### src/rtl/icache_controller_pkg.sv
// Shared geometry, address-field positions and FSM encodings for the
// direct-mapped instruction cache.
package icache_controller_pkg;

  localparam int INDEX_BITS      = 3;
  localparam int TAG_BITS        = 3;
  localparam int WORDS_PER_BLOCK = 4;
  localparam int NUM_LINES       = 1 << INDEX_BITS;
  localparam int WORD_BITS       = 32;
  localparam int BLOCK_BITS      = WORDS_PER_BLOCK * WORD_BITS;
  localparam int OFFSET_BITS     = $clog2(WORDS_PER_BLOCK);

  localparam int OFFSET_LSB = 2;
  localparam int INDEX_LSB  = 4;
  localparam int TAG_LSB    = 7;

  localparam logic [1:0] ST_IDLE     = 2'd0;
  localparam logic [1:0] ST_MEM_READ = 2'd1;
  localparam logic [1:0] ST_UPDATE   = 2'd2;

  typedef logic [BLOCK_BITS-1:0] block_t;
  typedef logic [TAG_BITS-1:0]   tag_t;
  typedef logic [INDEX_BITS-1:0] index_t;

endpackage

### src/rtl/icache_word_select.sv
// Picks one 32-bit instruction word out of a 128-bit cache line by offset;
// word 0 sits in the least significant bits.
module icache_word_select
  import icache_controller_pkg::*;
(
  input  logic [BLOCK_BITS-1:0]  block_i,
  input  logic [OFFSET_BITS-1:0] offset_i,
  output logic [WORD_BITS-1:0]   word_o
);

  always_comb begin
    word_o = block_i[31:0];
    case (offset_i)
      2'd0:    word_o = block_i[31:0];
      2'd1:    word_o = block_i[63:32];
      2'd2:    word_o = block_i[95:64];
      2'd3:    word_o = block_i[127:96];
      default: word_o = block_i[31:0];
    endcase
  end

endmodule

### src/rtl/icache_controller.sv
// Direct-mapped read-only instruction cache: zero-stall hits, and on a miss a
// stall through BUSYWAIT while one 4-word block is fetched from memory.
module icache_controller
  import icache_controller_pkg::*;
(
  input  logic         CLK,
  input  logic         RESET,
  input  logic [31:0]  PC,
  output logic [31:0]  INSTRUCTION,
  output logic         BUSYWAIT,
  output logic         MEM_READ,
  output logic [5:0]   MEM_ADDRESS,
  input  logic [127:0] MEM_READDATA,
  input  logic         MEM_BUSYWAIT
);

  logic [OFFSET_BITS-1:0] pcOffset;
  index_t                 pcIndex;
  tag_t                   pcTag;
  logic                   unusedPcBits;

  logic [1:0]           state_q, state_d;
  logic [NUM_LINES-1:0] valid_q;
  tag_t                 tag_q  [NUM_LINES];
  block_t               data_q [NUM_LINES];
  block_t               fill_q;
  index_t               fillIndex_q;
  tag_t                 fillTag_q;

  logic                 inIdle, inRead, inUpdate;
  logic                 hit;
  logic [WORD_BITS-1:0] selectedWord;

  assign pcOffset     = PC[OFFSET_LSB +: OFFSET_BITS];
  assign pcIndex      = PC[INDEX_LSB +: INDEX_BITS];
  assign pcTag        = PC[TAG_LSB +: TAG_BITS];
  assign unusedPcBits = ^{PC[31:TAG_LSB+TAG_BITS], PC[OFFSET_LSB-1:0]};

  assign inIdle   = (state_q == ST_IDLE);
  assign inRead   = (state_q == ST_MEM_READ);
  assign inUpdate = (state_q == ST_UPDATE);

  assign hit = valid_q[pcIndex] && (tag_q[pcIndex] == pcTag);

  always_comb begin
    state_d = state_q;
    case (state_q)
      ST_IDLE:     if (!hit) state_d = ST_MEM_READ;
      ST_MEM_READ: if (!MEM_BUSYWAIT) state_d = ST_UPDATE;
      ST_UPDATE:   state_d = ST_IDLE;
      default:     state_d = ST_IDLE;
    endcase
  end

  // Reset clears only control state; stale line contents are harmless once invalid.
  always_ff @(posedge CLK) begin
    if (!RESET) begin
      state_q <= ST_IDLE;
      valid_q <= '0;
    end else begin
      state_q <= state_d;
      if (inUpdate) valid_q[fillIndex_q] <= 1'b1;
    end
  end

  always_ff @(posedge CLK) begin
    if (inRead && !MEM_BUSYWAIT) begin
      fill_q      <= MEM_READDATA;
      fillIndex_q <= pcIndex;
      fillTag_q   <= pcTag;
    end
    if (RESET && inUpdate) begin
      data_q[fillIndex_q] <= fill_q;
      tag_q[fillIndex_q]  <= fillTag_q;
    end
  end

  icache_word_select u_word_select (
    .block_i  (data_q[pcIndex]),
    .offset_i (pcOffset),
    .word_o   (selectedWord)
  );

  // Every output is forced quiet while RESET is held low.
  assign BUSYWAIT    = RESET && (!inIdle || !hit);
  assign MEM_READ    = RESET && inRead;
  assign MEM_ADDRESS = MEM_READ ? {pcTag, pcIndex} : 6'h00;
  assign INSTRUCTION = RESET ? selectedWord : 32'h0;

endmodule

### config.mk
export PLATFORM = sky130hd
export DESIGN_NAME = icache_controller
export DESIGN_NICKNAME = d
export VERILOG_FILES = /design/src/rtl/icache_controller_pkg.sv /design/src/rtl/icache_word_select.sv /design/src/rtl/icache_controller.sv
export SDC_FILE = /design/constraint.sdc
export NUM_CORES = 1
export LEC_CHECK = 0
export BUFFER_PORTS_ARGS = -buffer_cell sky130_fd_sc_hd__buf_2
export CAP_MARGIN = 25
export CORE_UTILIZATION = 36
export CTS_CLUSTER_DIAMETER = 30
export DETAILED_ROUTE_END_ITERATION = 12
export PLACE_DENSITY = 0.56
export SLEW_MARGIN = 10
export SYNTH_ARGS = -nofsm -noshare
export SYNTH_HDL_FRONTEND = slang
export SYNTH_SLANG_ARGS = --single-unit
### constraint.sdc
create_clock -name CLK -period 11.82 [get_ports CLK]
set_input_delay 0 -clock CLK [delete_from_list [all_inputs] [get_ports CLK]]
set_output_delay 0 -clock CLK [all_outputs]
set_load 0.01 [all_outputs]
==> impl_metrics.xml <==
<?xml version="1.0" encoding="UTF-8"?>
<metrics>
  <group name="clocking">
    <metric name="cts-buffers-inserted" unit="">196</metric>
    <metric name="cts.root.buffer_cell" unit="">clkbuf_16</metric>
    <metric name="clk_pin_slew" unit="ns">0.05</metric>
    <metric name="cts_setup_buffers" unit="">0</metric>
    <metric name="clock_path_buffers" unit="">3</metric>
    <metric name="numClockSinks" unit="">1192</metric>
    <metric name="cts_tree" unit="">yes</metric>
    <metric name="clkLatencyLatePin" unit="ns">0.77</metric>
    <metric name="clock_tree.htree_level_count" unit="">4</metric>
  </group>
  <group name="final_layout">
    <metric name="nFillCells" unit="">10314</metric>
    <metric name="syn_to_final_growth" unit="%">27.6</metric>
    <metric name="multi_input_area" unit="mm²">0.00858</metric>
    <metric name="flip_flop_and_latch_area" unit="mm²">0.0357</metric>
    <metric name="mostFrequentLayoutCell" unit="">edfxtp_1</metric>
    <metric name="most-common-layout-cells" unit="">edfxtp_1, dlygate4sd3_1, clkbuf_16</metric>
    <metric name="finalNetCount" unit="">2813</metric>
    <metric name="finish.instance_area" unit="mm²">0.0571</metric>
    <metric name="drive_gt1_share" unit="%">27.7</metric>
  </group>
  <group name="yosys">
    <metric name="post_synth_mux_area_share" unit="%">12.9</metric>
    <metric name="netlist_top_cells_area" unit="">edfxtp_1, mux4_2, mux2i_1</metric>
    <metric name="simple_gate_share_of_the_synthesized_area" unit="%">3.18</metric>
    <metric name="asyncSetResetFlopFracSynth" unit="%">0</metric>
    <metric name="seq_area_frac_synth" unit="%">79.7</metric>
    <metric name="synth-xor-area-share" unit="%">0.0587</metric>
    <metric name="synth_area_leader_cell" unit="">edfxtp_1</metric>
    <metric name="yosysWarnings" unit="">0</metric>
    <metric name="post_synth_fa_ha_maj_area_fraction" unit="%">0</metric>
    <metric name="ys_types" unit="">37</metric>
    <metric name="netlist_instances" unit="">2092</metric>
    <metric name="synthDominantCellAreaShare" unit="%">79.3</metric>
    <metric name="synth_edf_count" unit="">1182</metric>
    <metric name="flops_latches_synth" unit="">1192</metric>
    <metric name="synth_area" unit="mm²">0.0448</metric>
    <metric name="syn_avg_cell_area" unit="µm²">21.4</metric>
    <metric name="area_fraction_in_compound_gates_after_synthesis" unit="%">2.83</metric>
    <metric name="syn_nets" unit="">2255</metric>
    <metric name="main_flop_type_after_synthesis" unit="">edfxtp_1</metric>
    <metric name="largest_family_of_logic_cells_by_synthesized_area" unit="">multiplexers</metric>
  </group>
  <group name="die">
    <metric name="site_rows" unit="">129</metric>
    <metric name="floorplan.initialDensity" unit="%">36.3</metric>
    <metric name="top_level_ports" unit="">203</metric>
    <metric name="die-height" unit="µm">355</metric>
    <metric name="dieWidth" unit="µm">355</metric>
    <metric name="floorplan.core_area" unit="mm²">0.123</metric>
    <metric name="die_area" unit="mm²">0.126</metric>
  </group>
  <group name="worst_hold_path">
    <metric name="worst_hold_path_type" unit="">input pin to flip-flop</metric>
    <metric name="timing.hold.worst_path_depth" unit="">2</metric>
  </group>
  <group name="critical_path">
    <metric name="crit_path_slowest_cell" unit="">nor4_1</metric>
    <metric name="timing.critical_path.cells" unit="">dlygate4sd3_1 -&gt; buf_8 -&gt; buf_4 -&gt; buf_16 -&gt; buf_4 -&gt; mux4_2 -&gt; nor2b_1 -&gt; a211oi_1 -&gt; nor4_1 -&gt; buf_2</metric>
    <metric name="class_of_the_most_critical_setup_path" unit="">input pin to primary output</metric>
    <metric name="r2r_depth" unit="">6</metric>
    <metric name="critPathMaxFanout" unit="">55</metric>
    <metric name="cp-start-kind" unit="">input pin</metric>
    <metric name="worstSetupEndpointType" unit="">primary output</metric>
    <metric name="critPathMaxStageDelay" unit="ns">0.86</metric>
    <metric name="critPathMostFrequentCell" unit="">buf_4</metric>
    <metric name="crit_required" unit="ns">11.82</metric>
    <metric name="cp.arrival" unit="ns">4.18</metric>
  </group>
  <group name="sta">
    <metric name="final-hold-violation-count" unit="">0</metric>
    <metric name="final_min_period_over_clock_period" unit="%">35.4</metric>
    <metric name="clock-skew-final" unit="ns">0.0246</metric>
    <metric name="tns" unit="ns">0</metric>
    <metric name="fin_crit" unit="ns">4.18</metric>
    <metric name="timing.final.max_slew_violations" unit="">0</metric>
    <metric name="max_freq" unit="MHz">239</metric>
    <metric name="slew_headroom" unit="%">25.1</metric>
    <metric name="setup_repair_after_global_routing_missed_its_margin" unit="">no</metric>
    <metric name="worstMarginPinSlew" unit="ns">1.12</metric>
    <metric name="setup_viol" unit="">0</metric>
  </group>
  <group name="global_route">
    <metric name="grtUsageTotal" unit="%">17.0</metric>
    <metric name="grt_pass1_wl" unit="µm">156000</metric>
    <metric name="number_of_antenna_violations_at_the_first_check_in_global_routing" unit="">5</metric>
    <metric name="gr-total-overflow" unit="">0</metric>
    <metric name="number_of_global_route_vias_before_repair" unit="">23571</metric>
    <metric name="grt_start_max_net_pins" unit="">164</metric>
  </group>
  <group name="pwr">
    <metric name="power.density_cell_area" unit="mW/mm²">192</metric>
    <metric name="leak_pwr" unit="nW">19.1</metric>
    <metric name="power.ir.vdd_worst" unit="µV">150</metric>
  </group>
  <group name="routing">
    <metric name="wirelength" unit="µm">106000</metric>
    <metric name="detail_route.iter0.violations" unit="">1830</metric>
    <metric name="routed_wire_length_per_instance" unit="µm">23.7</metric>
    <metric name="dr_total_vias" unit="">22608</metric>
    <metric name="post-route-drc-count" unit="">0</metric>
    <metric name="detailedRoute.firstPassIterationCount" unit="">5</metric>
    <metric name="antenna_left" unit="">0</metric>
    <metric name="drt-vias-per-instance" unit="">5.07</metric>
  </group>
  <group name="placement">
    <metric name="placed_cell_area" unit="mm²">0.0476</metric>
    <metric name="port_buffers" unit="">178</metric>
    <metric name="hpwlAfterDp" unit="µm">54500</metric>
    <metric name="gp_routability_congestion" unit="">0.727</metric>
  </group>
  <group name="outcome">
    <metric name="run_status" unit="">complete, no violations</metric>
  </group>
  <group name="run">
    <metric name="max-cap-violations" unit="">0</metric>
  </group>
</metrics>
[flip-flops by register name, summed over array words and instances, names as in the netlist]
signal / count
data_q: 1024
tag_q: 24
fill_q: 128
state_q: 2
fillTag_q: 3
fillIndex_q: 3
valid_q: 8
[per-layer routing]
| metal | vias up | part of all wire (%) | GRT usage (%) |
|---|---|---|---|
| met5 | - | 0 | 0 |
| met1 | 11919 | 44 | 23.6 |
| li1 | 9896 | - | - |
| met4 | 0 | 1.8 | 4.88 |
| met2 | 659 | 49 | 27.1 |
| met3 | 134 | 5.6 | 3.36 |
[power by group]
group	internal, W	switching (W)	total (W)
clock	0.00378	0.00208	0.00586
sequential	0.00468	0.0000419	0.00472
combinational	0.000191	0.000215	0.000406
total	0.00866	0.00233	0.0110
[kinds of logic after synthesis]
| kind of cell | after synthesis |
|---|---|
| buf+inv | 118 |
| simple gates | 265 |
| compound gates | 179 |
| flops | 1192 |
| xor+xnor | 3 |
| mux | 335 |
[final timing paths]
kind | start | to | slack, ns
worst max-delay path | PC[5] | INSTRUCTION[11] | 7.64
worst min-delay path | MEM_READDATA[125] | fill_q[125] | 0.07
worst max register to register | state_q[1] | data_q[2][52] | 7.88
worst min register to register | valid_q[4] | valid_q[4] | 0.45
[through the flow]
stage               power, W  hold WS, ns  std cells  setup WS [ns]  utilization, %
CTS                   0.0111      0.00163       4457           7.16            46.2
detailed placement   0.00515        0.178       3831           7.76            38.6
global placement     0.00514        0.177       3828           7.61            38.5
finish                0.0110       0.0666       4459           7.64            46.3
global route          0.0113       0.0263       4458           7.25            46.3
floorplan            0.00501       0.0989       2092          0.866               -
[synthesized netlist by cell type, drive strengths merged, types with 2 or more instances]
cell type  instances
mux2               5
a221oi             2
a211oi            66
edfxtp          1182
and2               9
a22oi             65
buf               67
dfxtp             10
nor3               2
a21oi             33
nor4              32
mux4             192
nor2               9
o22ai              2
nand2             69
nand2b            36
a21o               8
mux2i            138
clkbuf            50
nor2b             70
nand3             32
xnor2              3
[timing repair]
item | in CTS | in global routing
resized for setup | 0 | 0
hold buffers | 257 | 0
hold endpoints to repair | 148 | 0
setup endpoints to repair | 0 | 0
[layout make-up]
class                           instances  area share, %
Inverter                                1        0.00657
Clock inverter                        159           3.39
Sequential cell                      1192           62.5
Timing Repair Buffer                  477           6.82
Antenna cell                            1        0.00438
Multi-Input combinational cell        782           15.0
Clock buffer                          210           8.71
Tap cell                             1637           3.58
[worst max-delay path, delay by kind of cell]
family,cells,cell delay [ns]
buffers and inverters,6,2.61
AO/OA/AOI/OAI,1,0.07
multiplexers,1,0.35
AND/OR/NAND/NOR,2,1.00
(Power assumes the default switching activity.)
